`src/rtl/cfg_pkg.sv`:
```
// Shared configuration for the Si5340-style I2C register target.
// DATA_WIDTH : byte width on the bus and in the register file.
// SLAVE_ADDR : default 7-bit device address.
// r_w_e      : R/W bit of the address byte.
// state_e    : protocol FSM states of the target.
package cfg_pkg;

    localparam int unsigned DATA_WIDTH = 8;
    localparam logic [6:0]  SLAVE_ADDR = 7'h74;

    typedef enum logic {
        WRITE = 1'b0,
        READ  = 1'b1
    } r_w_e;

    typedef enum logic [3:0] {
        StIdle,
        StDev,
        StDevAck,
        StRaHi,
        StRaHiAck,
        StRaLo,
        StRaLoAck,
        StWdata,
        StWdataAck,
        StRdata,
        StRdataAck
    } state_e;

endpackage

```
`src/rtl/i2c_line_sync.sv`:
```
// Two-flop synchronisers for SCL/SDA plus edge, START and STOP detection.
// clk_i, arstn_i : clock and synchronous active-low reset (all flops reset to 1)
// scl_i, sda_i   : raw bus line levels
// sda_o          : synchronised SDA level
// scl_rise_o     : one-cycle pulse on synchronised SCL rising edge
// scl_fall_o     : one-cycle pulse on synchronised SCL falling edge
// start_o        : one-cycle pulse, SDA fell while SCL high
// stop_o         : one-cycle pulse, SDA rose while SCL high
module i2c_line_sync (
    input  logic clk_i,
    input  logic arstn_i,
    input  logic scl_i,
    input  logic sda_i,
    output logic sda_o,
    output logic scl_rise_o,
    output logic scl_fall_o,
    output logic start_o,
    output logic stop_o
);

    logic scl_meta_q, scl_sync_q, scl_prev_q;
    logic sda_meta_q, sda_sync_q, sda_prev_q;

    always_ff @(posedge clk_i) begin
        if (!arstn_i) begin
            scl_meta_q <= 1'b1;
            scl_sync_q <= 1'b1;
            scl_prev_q <= 1'b1;
            sda_meta_q <= 1'b1;
            sda_sync_q <= 1'b1;
            sda_prev_q <= 1'b1;
        end else begin
            scl_meta_q <= scl_i;
            scl_sync_q <= scl_meta_q;
            scl_prev_q <= scl_sync_q;
            sda_meta_q <= sda_i;
            sda_sync_q <= sda_meta_q;
            sda_prev_q <= sda_sync_q;
        end
    end

    assign sda_o      = sda_sync_q;
    assign scl_rise_o = scl_sync_q & ~scl_prev_q;
    assign scl_fall_o = ~scl_sync_q & scl_prev_q;
    // SCL must be high on both samples so an SDA change racing an SCL edge is not a condition
    assign start_o    = scl_sync_q & scl_prev_q & ~sda_sync_q & sda_prev_q;
    assign stop_o     = scl_sync_q & scl_prev_q & sda_sync_q & ~sda_prev_q;

endmodule

```
`src/rtl/si5340_i2c_target.sv`:
```
// I2C register target: 16-bit register pointer, byte register file of 2**REG_AW
// entries (upper pointer bits alias), auto-incrementing burst writes and reads.
// clk_i, arstn_i         : clock and synchronous active-low reset
// scl_pad_i, sda_pad_i   : bus line levels
// sda_pad_o              : SDA drive value, always 0 (open drain)
// sda_padoen_o           : SDA output enable, active low
// wr_valid_o             : one-cycle pulse per accepted data byte
// wr_addr_o, wr_data_o   : full pointer and data of the accepted byte
// busy_o                 : high from an addressed START until STOP
module si5340_i2c_target
    import cfg_pkg::*;
#(
    parameter logic [6:0]  DEV_ADDR = SLAVE_ADDR,
    parameter int unsigned REG_AW   = 8
) (
    input  logic                  clk_i,
    input  logic                  arstn_i,
    input  logic                  scl_pad_i,
    input  logic                  sda_pad_i,
    output logic                  sda_pad_o,
    output logic                  sda_padoen_o,
    output logic                  wr_valid_o,
    output logic [15:0]           wr_addr_o,
    output logic [DATA_WIDTH-1:0] wr_data_o,
    output logic                  busy_o
);

    localparam int unsigned Depth = 2 ** REG_AW;

    logic sda_s, scl_rise, scl_fall, start_det, stop_det;

    i2c_line_sync u_line_sync (
        .clk_i      (clk_i),
        .arstn_i    (arstn_i),
        .scl_i      (scl_pad_i),
        .sda_i      (sda_pad_i),
        .sda_o      (sda_s),
        .scl_rise_o (scl_rise),
        .scl_fall_o (scl_fall),
        .start_o    (start_det),
        .stop_o     (stop_det)
    );

    state_e                state_q, state_d;
    logic [3:0]            cnt_q, cnt_d;
    logic [DATA_WIDTH-1:0] shift_q, shift_d;
    logic [15:0]           ptr_q, ptr_d;
    r_w_e                  rw_q, rw_d;
    logic                  ack_q, ack_d;
    logic                  oen_q, oen_d;
    logic                  wr_valid_q, wr_valid_d;
    logic [15:0]           wr_addr_q, wr_addr_d;
    logic [DATA_WIDTH-1:0] wr_data_q, wr_data_d;
    logic                  busy_q, busy_d;

    logic [DATA_WIDTH-1:0] mem_q [Depth];
    logic                  mem_we;
    logic [DATA_WIDTH-1:0] rx_byte, rd_byte;

    assign rx_byte = {shift_q[DATA_WIDTH-2:0], sda_s};
    assign rd_byte = mem_q[ptr_q[REG_AW-1:0]];

    always_comb begin
        state_d    = state_q;
        cnt_d      = cnt_q;
        shift_d    = shift_q;
        ptr_d      = ptr_q;
        rw_d       = rw_q;
        ack_d      = ack_q;
        oen_d      = oen_q;
        wr_valid_d = 1'b0;
        wr_addr_d  = wr_addr_q;
        wr_data_d  = wr_data_q;
        busy_d     = busy_q;
        mem_we     = 1'b0;

        if (start_det) begin
            state_d = StDev;
            cnt_d   = '0;
            oen_d   = 1'b1;
        end else if (stop_det) begin
            state_d = StIdle;
            cnt_d   = '0;
            oen_d   = 1'b1;
            busy_d  = 1'b0;
        end else begin
            unique case (state_q)
                StDev, StRaHi, StRaLo, StWdata: begin
                    if (scl_rise) begin
                        shift_d = rx_byte;
                        cnt_d   = cnt_q + 4'd1;
                        if (cnt_q == 4'd7) begin
                            cnt_d = '0;
                            unique case (state_q)
                                StDev: begin
                                    rw_d    = r_w_e'(sda_s);
                                    state_d = StDevAck;
                                end
                                StRaHi: begin
                                    ptr_d[15:8] = rx_byte;
                                    state_d     = StRaHiAck;
                                end
                                StRaLo: begin
                                    ptr_d[7:0] = rx_byte;
                                    state_d    = StRaLoAck;
                                end
                                default: begin
                                    mem_we     = 1'b1;
                                    wr_valid_d = 1'b1;
                                    wr_addr_d  = ptr_q;
                                    wr_data_d  = rx_byte;
                                    ptr_d      = ptr_q + 16'd1;
                                    state_d    = StWdataAck;
                                end
                            endcase
                        end
                    end
                end
                // cnt_q = 0: waiting for the fall that opens the ACK bit;
                // cnt_q = 1: ACK driven, waiting for the fall that closes it.
                StDevAck, StRaHiAck, StRaLoAck, StWdataAck: begin
                    if (scl_fall) begin
                        if (cnt_q == 4'd0) begin
                            if (state_q == StDevAck && shift_q[7:1] != DEV_ADDR) begin
                                state_d = StIdle;
                            end else begin
                                oen_d = 1'b0;
                                cnt_d = 4'd1;
                                if (state_q == StDevAck) busy_d = 1'b1;
                            end
                        end else begin
                            oen_d = 1'b1;
                            cnt_d = '0;
                            unique case (state_q)
                                StDevAck: begin
                                    if (rw_q == READ) begin
                                        oen_d   = rd_byte[7];
                                        shift_d = {rd_byte[6:0], 1'b0};
                                        ptr_d   = ptr_q + 16'd1;
                                        state_d = StRdata;
                                    end else begin
                                        state_d = StRaHi;
                                    end
                                end
                                StRaHiAck: state_d = StRaLo;
                                default:   state_d = StWdata;
                            endcase
                        end
                    end
                end
                StRdata: begin
                    if (scl_rise) begin
                        cnt_d = cnt_q + 4'd1;
                    end else if (scl_fall) begin
                        if (cnt_q == 4'd8) begin
                            oen_d   = 1'b1;
                            cnt_d   = '0;
                            state_d = StRdataAck;
                        end else begin
                            oen_d   = shift_q[7];
                            shift_d = {shift_q[6:0], 1'b0};
                        end
                    end
                end
                StRdataAck: begin
                    if (scl_rise) begin
                        ack_d = ~sda_s;
                    end else if (scl_fall) begin
                        if (ack_q) begin
                            oen_d   = rd_byte[7];
                            shift_d = {rd_byte[6:0], 1'b0};
                            ptr_d   = ptr_q + 16'd1;
                            state_d = StRdata;
                        end else begin
                            state_d = StIdle;
                        end
                    end
                end
                default: ;
            endcase
        end
    end

    always_ff @(posedge clk_i) begin
        if (!arstn_i) begin
            state_q    <= StIdle;
            cnt_q      <= '0;
            shift_q    <= '0;
            ptr_q      <= '0;
            rw_q       <= WRITE;
            ack_q      <= 1'b0;
            oen_q      <= 1'b1;
            wr_valid_q <= 1'b0;
            wr_addr_q  <= '0;
            wr_data_q  <= '0;
            busy_q     <= 1'b0;
        end else begin
            state_q    <= state_d;
            cnt_q      <= cnt_d;
            shift_q    <= shift_d;
            ptr_q      <= ptr_d;
            rw_q       <= rw_d;
            ack_q      <= ack_d;
            oen_q      <= oen_d;
            wr_valid_q <= wr_valid_d;
            wr_addr_q  <= wr_addr_d;
            wr_data_q  <= wr_data_d;
            busy_q     <= busy_d;
        end
    end

    // Register file keeps its contents through reset.
    always_ff @(posedge clk_i) begin
        if (mem_we) mem_q[ptr_q[REG_AW-1:0]] <= rx_byte;
    end

    assign sda_pad_o    = 1'b0;
    assign sda_padoen_o = oen_q;
    assign wr_valid_o   = wr_valid_q;
    assign wr_addr_o    = wr_addr_q;
    assign wr_data_o    = wr_data_q;
    assign busy_o       = busy_q;

endmodule

```
`config.mk`:
```
export PLATFORM = sky130hd
export DESIGN_NAME = si5340_i2c_target
export DESIGN_NICKNAME = d
export VERILOG_FILES = /design/src/rtl/cfg_pkg.sv /design/src/rtl/i2c_line_sync.sv /design/src/rtl/si5340_i2c_target.sv
export SDC_FILE = /design/constraint.sdc
export NUM_CORES = 2
export LEC_CHECK = 0
export CORE_MARGIN = 4
export CORE_UTILIZATION = 30
export CTS_CLUSTER_DIAMETER = 60
export DETAILED_ROUTE_END_ITERATION = 8
export HOLD_SLACK_MARGIN = 0.05
export PLACE_DENSITY = 0.5
export SYNTH_ARGS = -nofsm -noshare
export SYNTH_HDL_FRONTEND = slang
export SYNTH_SLANG_ARGS = --single-unit
```
`constraint.sdc`:
```
create_clock -name clk_i -period 5.55 [get_ports clk_i]
set_input_delay 1.11 -clock clk_i [delete_from_list [all_inputs] [get_ports clk_i]]
set_output_delay 1.11 -clock clk_i [all_outputs]
set_load 0.005 [all_outputs]
```
Yosys cells after proc, flatten, opt, wreduce, memory -nomap -nowiden
Memories as Yosys holds them, arrays and structs flattened. A register that Yosys moved wholly into a read port is not among the register bits. Index checks and enable logic that the tools add are counted. W data, S select, Z words.

Add/sub/neg operators: 2. Muxes and demuxes: 78. Bitwise operators: 15. Reductions and logical operators: 28. Equality and inequality tests: 42.

Operators with widths (number): $mux W16 (9); $mux W8 (13); $mux W4 (20); $pmux W16 S3 (1); $ne A2 B2 Y1 const B (16); $ne A4 B4 Y1 const B (8); $pmux W8 S2 (2); $pmux W8 S4 (1); $mux W1 (27); $reduce_and A13 Y1 (2); $pmux W4 S3 (2); $reduce_and A6 Y1 (4); $eq A4 B3 Y1 const B (5); $reduce_and A10 Y1 (2); $add A16 B1 Y16 const B (1); $eq A4 B4 Y1 const B (4); $pmux W4 S4 (1); $reduce_and A14 Y1 (1); $ne A3 B3 Y1 const B (4); $reduce_bool A3 Y1 (3); $eq A4 B2 Y1 const B (2); $not A1 Y1 (8); $pmux W4 S2 (1); $reduce_and A8 Y1 (1); 15 further kinds (27).

Output and inout port bits: 28. RAM bits: 2048. Bits in registers: 67. Memories kept: 1. Word-level logic and storage cells: 185. Input port bits: 4.

Memories: mem_q (words 256, bits a word 8, read ports 1, clocked after Yosys merged registers in 1, wr ports 1, line si5340_i2c_target.sv:56) `logic [DATA_WIDTH-1:0] mem_q [Depth];`.

Longest topological paths before layout
Word-level depth: 10. Gate-level depth with buffers: 13. Gate-level depth less buffers: 9.

Modules after synthesis
A second synthesis with hierarchy kept.

Cells, all modules: 3989. Area, all modules: 82994.6 µm².

By module, submodules not included: si5340_i2c_target (sequential area each 62880.3 µm², cells each 3973, instances 1, area each 82804.4 µm²); i2c_line_sync (sequential area each 120.1 µm², cells each 16, instances 1, area each 190.2 µm²).

Least setup slack after synthesis
Ideal clock, no wire load.

Path kind: reg2reg. Start point: reg u_line_sync.sda_sync_q (netlist: u_line_sync.sda_o). End point: mem mem_q[109][0] (enable). Required time: 5.180 ns. Slack: -0.131 ns. Setup time: 0.370 ns. Arrival: 5.311 ns. Cell stages (with the launch flop): 9. Path buffers: 3. Cell sequence: dfxtp_1 -> xor2_1 -> nand2_1 -> nand4_1 -> clkbuf_1 -> or2_2 -> clkbuf_1 -> clkbuf_1 -> nor2_1.

Word-level cells in the longest chain between the ends: 6. Elaborated cells between the ends (all ways): 9. Those cells by class: 4 x mux; 5 x bitwise.

Ends and longest elaborated chain: from (decl) (line i2c_line_sync.sv:22) `logic sda_meta_q, sda_sync_q, sda_prev_q;`; from (signal assigned) (line i2c_line_sync.sv:37) `sda_sync_q <= sda_meta_q;`; $and A1 B1 Y1 or $not A1 Y1 (tied branches) (line i2c_line_sync.sv:47, i2c_line_sync.sv:46); $and A1 B1 Y1 (on tied branches) (line i2c_line_sync.sv:47, i2c_line_sync.sv:46); $mux W1 or $and A1 B1 Y1 (tied branches) (line si5340_i2c_target.sv:81, i2c_line_sync.sv:46); $mux W1 (*) (line si5340_i2c_target.sv:77) `if (start_det) begin`; $mux W1 (*) (line si5340_i2c_target.sv:214) `if (mem_we) mem_q[ptr_q[REG_AW-1:0]] <= rx_byte;`; $mux W1 (not written as such) (*) (line si5340_i2c_target.sv:214); to (decl) (line si5340_i2c_target.sv:56).

Every way passes the cells marked *; elsewhere a longest branch is shown, timed or not.

Final worst setup path
Start point: reg state_q[0]. End point: mem mem_q[211][6] (enable).

Word-level cells in the longest chain between the ends: 10. Elaborated cells between the ends (all ways): 14. Those cells by class: 4 x eq/ne; 8 x mux; 2 x reduce/logical.

Ends and longest elaborated chain: from (decl) (line si5340_i2c_target.sv:44) `state_e state_q, state_d;`; from (signal assigned) (line si5340_i2c_target.sv:186) `state_q <= StIdle;`; from (signal assigned) (line si5340_i2c_target.sv:198) `state_q <= state_d;`; $eq A4 B3 Y1 (tied with other cells) (line si5340_i2c_target.sv:87, si5340_i2c_target.sv:94); $reduce_or A3 Y1 (no line); $mux W1 (line si5340_i2c_target.sv:94) `unique case (state_q)`; $mux W1 (line si5340_i2c_target.sv:92) `if (cnt_q == 4'd7) begin`; $mux W1 (line si5340_i2c_target.sv:89) `if (scl_rise) begin`; $mux W1 (*) (line si5340_i2c_target.sv:87) `unique case (state_q)`; $mux W1 (*) (line si5340_i2c_target.sv:81) `end else if (stop_det) begin`; $mux W1 (*) (line si5340_i2c_target.sv:77); $mux W1 (*) (line si5340_i2c_target.sv:214); $mux W1 (not written as such) (*) (line si5340_i2c_target.sv:214).

Marks and branches as above.

==> impl_metrics.toml <==
[routing]
drc_errors = 0
wl_per_cell_um = 27.8
via_per_inst = 5.12
antenna_left = 0
drt-pass1-iter-count = 5
drt-total-wl_um = 227000
first_iter_violations = 4453
num_vias = 41800

[timing]
holdWs_ns = 0.427
period_needed_ns = 4.51
setup_viol = 0
max_freq_mhz = 222
slew_headroom = 0.164
tightest_slew_ns = 1.25
period_share = 0.813
finalClockSkew_ns = 0.0357
setup_tns_ns = 0
hold_violations = 0
slew_violations = 0
setup_ws_ns = 1.04
rsz0062_at_grt = "false"

[synth]
muxShareOfSynthArea = 0.146
synth_cell_types = 76
synth-seq-cells = 2123
synth.area.top_cells = "edfxtp_1 74%, mux4_2 14%, dfxtp_1 1.8%, nor2_1 1.5%, nand2_1 1.1%"
synth_largest_area_cell = "edfxtp_1"
synth_compound_area_frac = 0.0358
synth_edf_count = 2048
ys_seq_area_frac = 0.759
ys.flop_type = "edfxtp_1"
ys_warn_count = 0
yosysTopAreaCellShare = 0.741
syn-instance-count = 4187
synth_top_family_by_area = "multiplexers"
synth-simple-area-share = 0.0407
synth_area_um2 = 83000
syn_area_per_cell_um2 = 19.8
synth-xor-area-share = 0.000105
async_flop_share = 0
syn-num-nets = 4200
synthAdderAreaFrac = 0.00136

[grt]
grt-ovfl-total = 0
grt_pass1_vias = 42400
grt_pass1_wl_um = 324000
grt_max_degree = 190
track_usage = 0.156
antenna_found_initial = 11

[cells_and_area]
layout-drive-gt1-share = 0.217
final_area_um2 = 94900
final_common_cell = "edfxtp_1"
fin_cells = 8160
fin_nets = 4296
syn2layout_area_growth_pct = 14.3
num_antenna_cells = 0
utilization = 0.346
final_cell_mix = "2048 x edfxtp_1, 500 x mux4_2, 318 x nor2_1"

[worst_setup_path]
crit_type = "reg2reg"
cp.arrival_ns = 4.98
max_stage_delay_ns = 1.04
path_max_fanout = 20
slowest_stage = "nor2_1"
crit_required_ns = 6.02
path_cells = "nand3b_1 -> nor3_1 -> nand2_1 -> nor2_4 -> nand3_2 -> nor2_1"
critPathTopFamily = "simple AND/OR/NAND/NOR gates"
crit_buf_inv = 0
endpoint_kind = "register"
start_kind = "register"

[cts]
numClockSinks = 2123
hold_buffers = 0
clk_latency_ns = 0.86
clk_pin_slew_worst_paths_ns = 0.06
cts_buffer_depth = 3
clockRootBuffer = "clkbuf_16"
htreeDepth = 4
post_cts_buffers = 0
cts_buffers = 220
cts_resized = 0
cts_tree = "yes"

[status]
status = "completed"

[floorplan]
die_area_um2 = 285000
die_y_um = 534
io_pins = 32
start_util = 0.302
core_um2 = 275000
die_w_um = 534
num_rows = 192

[placed_design]
place.gp.congestion = 0.826
place_ws_ns = 1.05
portBuffers = 30
placed_area_um2 = 87600
dp_cells = 7747
place_hpwl_um = 139000

[power]
power_density_nw_per_um2 = 341
leakage_nw = 29.2
vdd_drop_max_uv = 311
power_mw = 32.4

[hold_path]
hold_class = "reg2reg"

[flow_run]
maxCapViolations = 0
[synth_stat cells, types with 7 or more instances]
library cell and number:
nand3_1 46, a31oi_1 10, mux2i_1 82, nor3_1 23, and3_1 10, buf_6 15
o41ai_1 7, buf_2 64, o211ai_1 14, nand2b_1 20, dfxtp_1 75, o22ai_1 46
inv_1 19, nor2b_1 35, nand4_1 9, a22o_1 12, mux4_2 500, edfxtp_1 2048
a32o_1 7, o221ai_1 10, nor2_1 322, a22oi_1 76, or2_2 8, a21boi_0 12
clkbuf_1 110, mux2_2 7, buf_1 15, o21ai_0 52, and2_1 15, a21oi_1 86
a221oi_1 14, nand2_1 234, o31ai_1 10, buf_4 49, a2111oi_0 8, nor4_1 11
a211oi_1 16, ha_1 9
[final timing paths]
path / slack, ns / endpoint / startpoint / cells after the start
max: 1.04 / mem_q[211][6] / state_q[0] / 6
min: 0.43 / u_line_sync.sda_o / u_line_sync.sda_meta_q / 1
max reg2reg: 1.04 / mem_q[211][6] / state_q[0] / 6
min reg2reg: 0.43 / u_line_sync.sda_o / u_line_sync.sda_meta_q / 1
[flip-flops by register name, indices dropped and copies added, names as in the netlist, 4 cells and up, named ones only]
register and flops:
mem_q 2048, state_q 4, wr_addr_o 16, wr_data_o 8
ptr_q 16, cnt_q 4, shift_q 8
[final cells by class]
cell class | instances | area (um^2)
well taps | 3686 | 4610
clock inverters | 154 | 1550
fillers | 25500 | 180000
multi-input cells | 1790 | 18700
inverters | 19 | 71.3
repair buffers | 129 | 1200
flip-flops and latches | 2123 | 63000
clock buffers | 259 | 5720
[where the power goes]
| group | total (mW) | switching (mW) | internal, mW |
|---|---|---|---|
| clock | 14.8 | 6.32 | 8.50 |
| sequential | 17.3 | 0.0210 | 17.3 |
| combinational | 0.188 | 0.126 | 0.0628 |
[logic make-up (layout without fill, tap and decap cells)]
kind of cell,count (synthesis),count (layout)
fa+ha+maj,9,9
compound gates,427,427
buf+inv,274,561
flops,2123,2123
mux,589,589
simple gates,763,763
other cells,1,1
xor+xnor,1,1
[per-layer routing]
metal / wire length, um / GRT usage / up-vias
li1: - / - / 17400
met1: 100000 / 0.224 / 22500
met2: 105000 / 0.243 / 1510
met3: 15100 / 0.0288 / 293
met4: 6540 / 0.0463 / 0
met5: 0 / 0 / -
(Power assumes the default switching activity.)
